--- src/rtl/fcmp_pkg.sv ---
// fcmp_pkg: shared types and ordering helpers for the FP compare/select unit.
//   fcmp_op_t : operation encoding (FEQ, FLT, FLE, FMIN, FMAX; codes 5-7 illegal)
//   fcls_t    : ordering class of an operand (NEG < ZERO < POS)
//   fp_lt/fp_eq : core ordering rules; any exponent==0 value is ZERO,
//                 NaN/Inf are ordered by their raw bits like normal values.
package fcmp_pkg;

  localparam int unsigned OP_W = 3;

  typedef enum logic [OP_W-1:0] {
    FEQ  = 3'd0,
    FLT  = 3'd1,
    FLE  = 3'd2,
    FMIN = 3'd3,
    FMAX = 3'd4
  } fcmp_op_t;

  typedef enum logic [1:0] {
    NEG  = 2'd0,
    ZERO = 2'd1,
    POS  = 2'd2
  } fcls_t;

  // a < b under the core ordering; class order decides first, then magnitude
  // (reversed for negatives). Two ZEROs are never less than each other.
  function automatic logic fp_lt(input fcls_t ca, input logic [31:0] a,
                                 input fcls_t cb, input logic [31:0] b);
    logic r;
    if (ca != cb) begin
      r = (ca < cb);
    end else begin
      case (ca)
        POS:     r = (a[30:0] < b[30:0]);
        NEG:     r = (b[30:0] < a[30:0]);
        default: r = 1'b0;
      endcase
    end
    return r;
  endfunction

  function automatic logic fp_eq(input fcls_t ca, input logic [31:0] a,
                                 input fcls_t cb, input logic [31:0] b);
    return ((ca == ZERO) && (cb == ZERO)) || (a == b);
  endfunction

endpackage

--- src/rtl/fp_class.sv ---
// fp_class: combinational ordering classifier for one IEEE-754 single operand.
//   x   in  32  operand
//   cls out     ZERO if exponent==0, else POS/NEG by sign bit
module fp_class
  import fcmp_pkg::*;
(
  input  logic [31:0] x,
  output fcls_t       cls
);

  always_comb begin
    if (x[30:23] == '0) begin
      cls = ZERO;
    end else if (!x[31]) begin
      cls = POS;
    end else begin
      cls = NEG;
    end
  end

endmodule

--- src/rtl/fcmp_unit.sv ---
// fcmp_unit: two-stage pipelined FP compare/select unit (FEQ/FLT/FLE/FMIN/FMAX).
//   clk, rst (async, active high), flush (kills all in-flight ops)
//   in_valid/in_ready, in_op, in_x1, in_x2, in_tag : issue side
//   out_valid/out_ready, out_data, out_tag,
//   out_to_int (1 = integer regfile), out_illegal   : writeback side
// S1 holds operands, op, tag and operand classes; S2 holds the final result.
// Outputs come straight from S2 registers.
module fcmp_unit
  import fcmp_pkg::*;
#(
  parameter int unsigned TAG_W = 5
) (
  input  logic             clk,
  input  logic             rst,
  input  logic             flush,
  input  logic             in_valid,
  output logic             in_ready,
  input  logic [OP_W-1:0]  in_op,
  input  logic [31:0]      in_x1,
  input  logic [31:0]      in_x2,
  input  logic [TAG_W-1:0] in_tag,
  output logic             out_valid,
  input  logic             out_ready,
  output logic [31:0]      out_data,
  output logic [TAG_W-1:0] out_tag,
  output logic             out_to_int,
  output logic             out_illegal
);

  logic             s1_v;
  logic [OP_W-1:0]  s1_op;
  logic [31:0]      s1_x1;
  logic [31:0]      s1_x2;
  logic [TAG_W-1:0] s1_tag;
  fcls_t            s1_c1;
  fcls_t            s1_c2;
  logic             s2_v;

  fcls_t            c1;
  fcls_t            c2;

  logic             s2_adv;
  logic             load1;

  logic             lt12;
  logic             lt21;
  logic             eq12;
  logic [31:0]      nx_data;
  logic             nx_to_int;
  logic             nx_illegal;

  fp_class u_cls1 (.x(in_x1), .cls(c1));
  fp_class u_cls2 (.x(in_x2), .cls(c2));

  assign s2_adv    = !s2_v || out_ready;
  assign in_ready  = (!s1_v || s2_adv) && !flush;
  assign load1     = in_valid && in_ready;
  assign out_valid = s2_v;

  always_ff @(posedge clk or posedge rst) begin
    if (rst) begin
      s1_v   <= 1'b0;
      s1_op  <= '0;
      s1_x1  <= '0;
      s1_x2  <= '0;
      s1_tag <= '0;
      s1_c1  <= NEG;
      s1_c2  <= NEG;
    end else if (flush) begin
      s1_v <= 1'b0;
    end else if (load1) begin
      s1_v   <= 1'b1;
      s1_op  <= in_op;
      s1_x1  <= in_x1;
      s1_x2  <= in_x2;
      s1_tag <= in_tag;
      s1_c1  <= c1;
      s1_c2  <= c2;
    end else if (s2_adv) begin
      s1_v <= 1'b0;
    end
  end

  // FMIN needs lt(x2,x1), everything else uses lt(x1,x2); ties select x1.
  always_comb begin
    lt12       = fp_lt(s1_c1, s1_x1, s1_c2, s1_x2);
    lt21       = fp_lt(s1_c2, s1_x2, s1_c1, s1_x1);
    eq12       = fp_eq(s1_c1, s1_x1, s1_c2, s1_x2);
    nx_data    = '0;
    nx_to_int  = 1'b1;
    nx_illegal = 1'b0;
    case (s1_op)
      FEQ:  nx_data = {31'b0, eq12};
      FLT:  nx_data = {31'b0, lt12};
      FLE:  nx_data = {31'b0, lt12 | eq12};
      FMIN: begin
        nx_data   = lt21 ? s1_x2 : s1_x1;
        nx_to_int = 1'b0;
      end
      FMAX: begin
        nx_data   = lt12 ? s1_x2 : s1_x1;
        nx_to_int = 1'b0;
      end
      default: nx_illegal = 1'b1;
    endcase
  end

  always_ff @(posedge clk or posedge rst) begin
    if (rst) begin
      s2_v        <= 1'b0;
      out_data    <= '0;
      out_tag     <= '0;
      out_to_int  <= 1'b0;
      out_illegal <= 1'b0;
    end else if (flush) begin
      s2_v <= 1'b0;
    end else if (s2_adv) begin
      s2_v <= s1_v;
      if (s1_v) begin
        out_data    <= nx_data;
        out_tag     <= s1_tag;
        out_to_int  <= nx_to_int;
        out_illegal <= nx_illegal;
      end
    end
  end

endmodule

--- config.mk ---
export PLATFORM = sky130hd
export DESIGN_NAME = fcmp_unit
export DESIGN_NICKNAME = d
export VERILOG_FILES = /design/src/rtl/fcmp_pkg.sv /design/src/rtl/fp_class.sv /design/src/rtl/fcmp_unit.sv
export SDC_FILE = /design/constraint.sdc
export NUM_CORES = 1
export LEC_CHECK = 0
export ABC_CLOCK_PERIOD_IN_PS = 4900
export BUFFER_PORTS_ARGS = -buffer_cell sky130_fd_sc_hd__buf_2
export CAP_MARGIN = 5
export CORE_MARGIN = 2
export CORE_UTILIZATION = 40
export CTS_BUF_LIST = sky130_fd_sc_hd__clkbuf_4
export CTS_CLUSTER_SIZE = 12
export DETAILED_ROUTE_END_ITERATION = 8
export PLACE_DENSITY = 0.61
export REMOVE_ABC_BUFFERS = 1
export SYNTH_ARGS = -nofsm -noshare
export SYNTH_HDL_FRONTEND = slang
export SYNTH_SLANG_ARGS = --single-unit
--- constraint.sdc ---
create_clock -name clk -period 4.9 [get_ports clk]
set_input_delay 0.98 -clock clk [delete_from_list [all_inputs] [get_ports clk]]
set_output_delay 0.98 -clock clk [all_outputs]
set_load 0.1 [all_outputs]
==> reports/qor.yml <==
run_status:
  status: "finished, final reports clean"
placed_design:
  io_buffers: 117
  place_area_um2: 6340
  routabilityCongestion: 0.812
  dp_hpwl_um: 8850
power:
  internal-power_w: 0.00165
  power.leakage_nw: 3.38
  vdd_drop_max_uv: 192
  p_clk_share_pct: 17.9
  seqPwrFrac_pct: 42.4
  swShare_pct: 44.8
  combPwrFrac_pct: 39.7
  switchingPower_w: 0.00134
  powerDensity_nw_per_um2: 457
sta:
  min_period_ps: 3650
  fin_worst_skew_ps: 12.8
  tightest_slew_ps: 1060
  setup_tns_ps: 0
  setup_viol: 0
  drv_slew: 0
  timing.final.crit_share_pct: 74.5
  max_freq_ghz: 0.274
  grt_setup_unrepaired: "no"
  timing.final.hold_violations: 0
  slew_headroom_pct: 29.5
synthesis:
  dominantRegCellSynth: "dfrtp_1"
  synth_cells: 466
  ys_seq_area_share_pct: 52.3
  ys_ff_latch: 117
  syn-cell-area_um2: 5600
  synth-async-reset-ratio_pct: 100
  synth_cell_types: 44
  yosysWarnings: 0
  synth-edff-count: 0
  synth.avg_cell_area_um2: 12.0
worst_setup_path:
  crit_fanout: 16
  path_cells: "inv_1, ha_1, nand4_2, nor4_2, nand4_1, or4_4, o2111a_1, nor3_2, o31ai_1, and2_1, buf_4, a221o_1"
  endpoint_kind: "flip-flop"
  crit_slowest_cell: "or4_4"
  path_class: "reg2reg"
  worstPathArrival_ps: 4060
  start_kind: "flip-flop"
  cp.required_ps: 5310
  slowest_delay_ps: 520
clocking:
  htree_num_levels: 4
  clockBufferDepth: 2
  cts_resized: 0
  cts_tree: "built"
  clk_latency_ps: 530
  postCtsSetupBuffers: 0
  clock_sinks: 117
  root_buffer: "clkbuf_4"
  postCtsHoldBufs: 0
  cts_made_buffers: 17
  path_clk_slew_ps: 100
layout:
  fin_nets: 694
  drive_gt1_share_pct: 37.8
  syn2layout_area_growth_pct: 16.7
  final_area_um2: 6540
grt:
  grt_pass1_vias: 4142
  grt_busiest_layer: "met2"
  grt.total_usage_pct: 18.2
  gr-usage-met3_pct: 4.55
  grt_pass1_wl_um: 20800
  use_met1_pct: 23.5
  use_met2_pct: 29.6
  antenna_found_initial: 0
  grt_max_degree: 86
  overflow: 0
run:
  cap_violations: 0
floorplan:
  die_x_um: 122
  rows: 43
  num_io_pins: 118
  start_util_pct: 40.7
  fp.dieH_um: 122
  dieArea_um2: 15000
  core_um2: 13800
worst_hold_path:
  hp-class: "reg2reg"
route:
  vias_per_cell: 5.23
  drt_iter0_markers: 199
  dr_total_vias: 4058
  drcViolationCount: 0
  wl_per_cell_um: 16.6
  ant_nets: 0
  wl_um: 12900
  drt_pass1_iterations: 4
==> cells in the mapped netlist, types with 3 or more instances <==
library cell	number	share of area, %
buf_6	4	0.80
buf_1	6	0.40
o21ai_0	11	0.98
nand4_1	6	0.67
ha_1	33	7.4
clkbuf_1	12	0.80
inv_1	36	2.4
dfrtp_1	117	52
a221o_1	31	5.5
a21oi_1	15	1.3
o31ai_1	5	0.67
nor2_1	10	0.67
mux2_2	72	14
nand3_1	4	0.36
and3_1	31	3.5
nand2_1	33	2.2
nor2b_1	3	0.34
nor3b_1	3	0.40
nor4_1	4	0.45
==> per-stage QoR <==
| stage | worst slack, ps | power (W) | util (%) | hold WS, ps | instances |
|---|---|---|---|---|---|
| after floorplan | -488 | 0.00221 | - | 433 | 443 |
| after global placement | 1340 | 0.00245 | 46.0 | 443 | 745 |
| after detailed placement | 1240 | 0.00248 | 46.0 | 455 | 745 |
| after CTS | 1190 | 0.00302 | 47.4 | 474 | 775 |
| after global routing | 913 | 0.00315 | 47.4 | 510 | 775 |
| final | 1250 | 0.00298 | 47.5 | 469 | 776 |
==> state kept, by name, summed over array words and instances (netlist names), 2 cells and up <==
signal	count
s1_tag	5
s1_c2	2
s1_c1	2
s1_x2	32
s1_op	3
out_tag	5
s1_x1	32
out_data	32
==> final cells by class <==
cell class,instances,area (um^2)
antenna,1,2.50
clock buffer,20,150
clock inverter,10,42.5
fill,1320,7240
inverter,36,138
multi-input combinational,290,2430
sequential,117,2930
tap,180,225
timing repair buffer,122,623
==> power groups by stage <==
| stage | Clock, W | Sequential [W] | Combinational (W) |
|---|---|---|---|
| final | 0.000534 | 0.00127 | 0.00118 |
| after global routing | 0.000594 | 0.00129 | 0.00127 |
| after CTS | 0.000558 | 0.00127 | 0.00120 |
| after detailed placement | 0 | 0.00128 | 0.00119 |
| after global placement | 0 | 0.00128 | 0.00117 |
| after floorplan | 0 | 0.00183 | 0.000386 |
==> path summary, 6_finish.rpt <==
path                                       start                  endpoint  slack (ps)  cells past startpoint
min in group asynchronous                    rst      s1_x1[6]$_DFFE_PP0P_         700                      2
max in group asynchronous                    rst     s1_x2[12]$_DFFE_PP0P_        3150                      3
setup / recovery           s1_x2[29]$_DFFE_PP0P_  out_data[24]$_DFFE_PP0P_        1250                     12
setup reg to reg           s1_x2[29]$_DFFE_PP0P_  out_data[24]$_DFFE_PP0P_        1250                     12
hold / removal             s1_tag[3]$_DFFE_PP0P_    out_tag[3]$_DFFE_PP0P_         470                      2
hold reg to reg            s1_tag[3]$_DFFE_PP0P_    out_tag[3]$_DFFE_PP0P_         470                      2
==> placed cells by master, fill, tap and decap left out, types with 5 or more instances in the layout <==
cell type	instances
a21oi_1	15
mux2_2	72
o31ai_1	5
nand2_1	32
and3_1	31
clkbuf_4	20
dfrtp_1	117
o21ai_0	11
buf_4	5
clkinv_1	6
a221o_1	31
nand4_1	6
inv_1	35
buf_2	117
nor2_1	10
ha_1	33
==> critical path: cells and delay by family, from the launching register on <==
family | cells | cell delay (ps)
compound gates | 3 | 590
fa+ha+maj | 1 | 330
buf+inv | 2 | 390
flops | 1 | 380
simple gates | 6 | 1840
==> cells by family after synthesis <==
family,share of synthesized area [%]
buffers and inverters,4.51
AND/OR/NAND/NOR,10.5
flip-flops,52.3
multiplexers,14.5
adder cells (fa/ha/maj),7.37
AO/OA/AOI/OAI,10.6
XOR/XNOR,0.313
==> per-layer routing <==
layer  up-vias  share of wire [%]  wire (um)
met3        16                4.4        571
li1       1941                  -          -
met4         0                1.8        228
met2        85                 49       6250
met5         -                  0          0
met1      2016                 45       5810
Power figures use the tool's default switching activity.
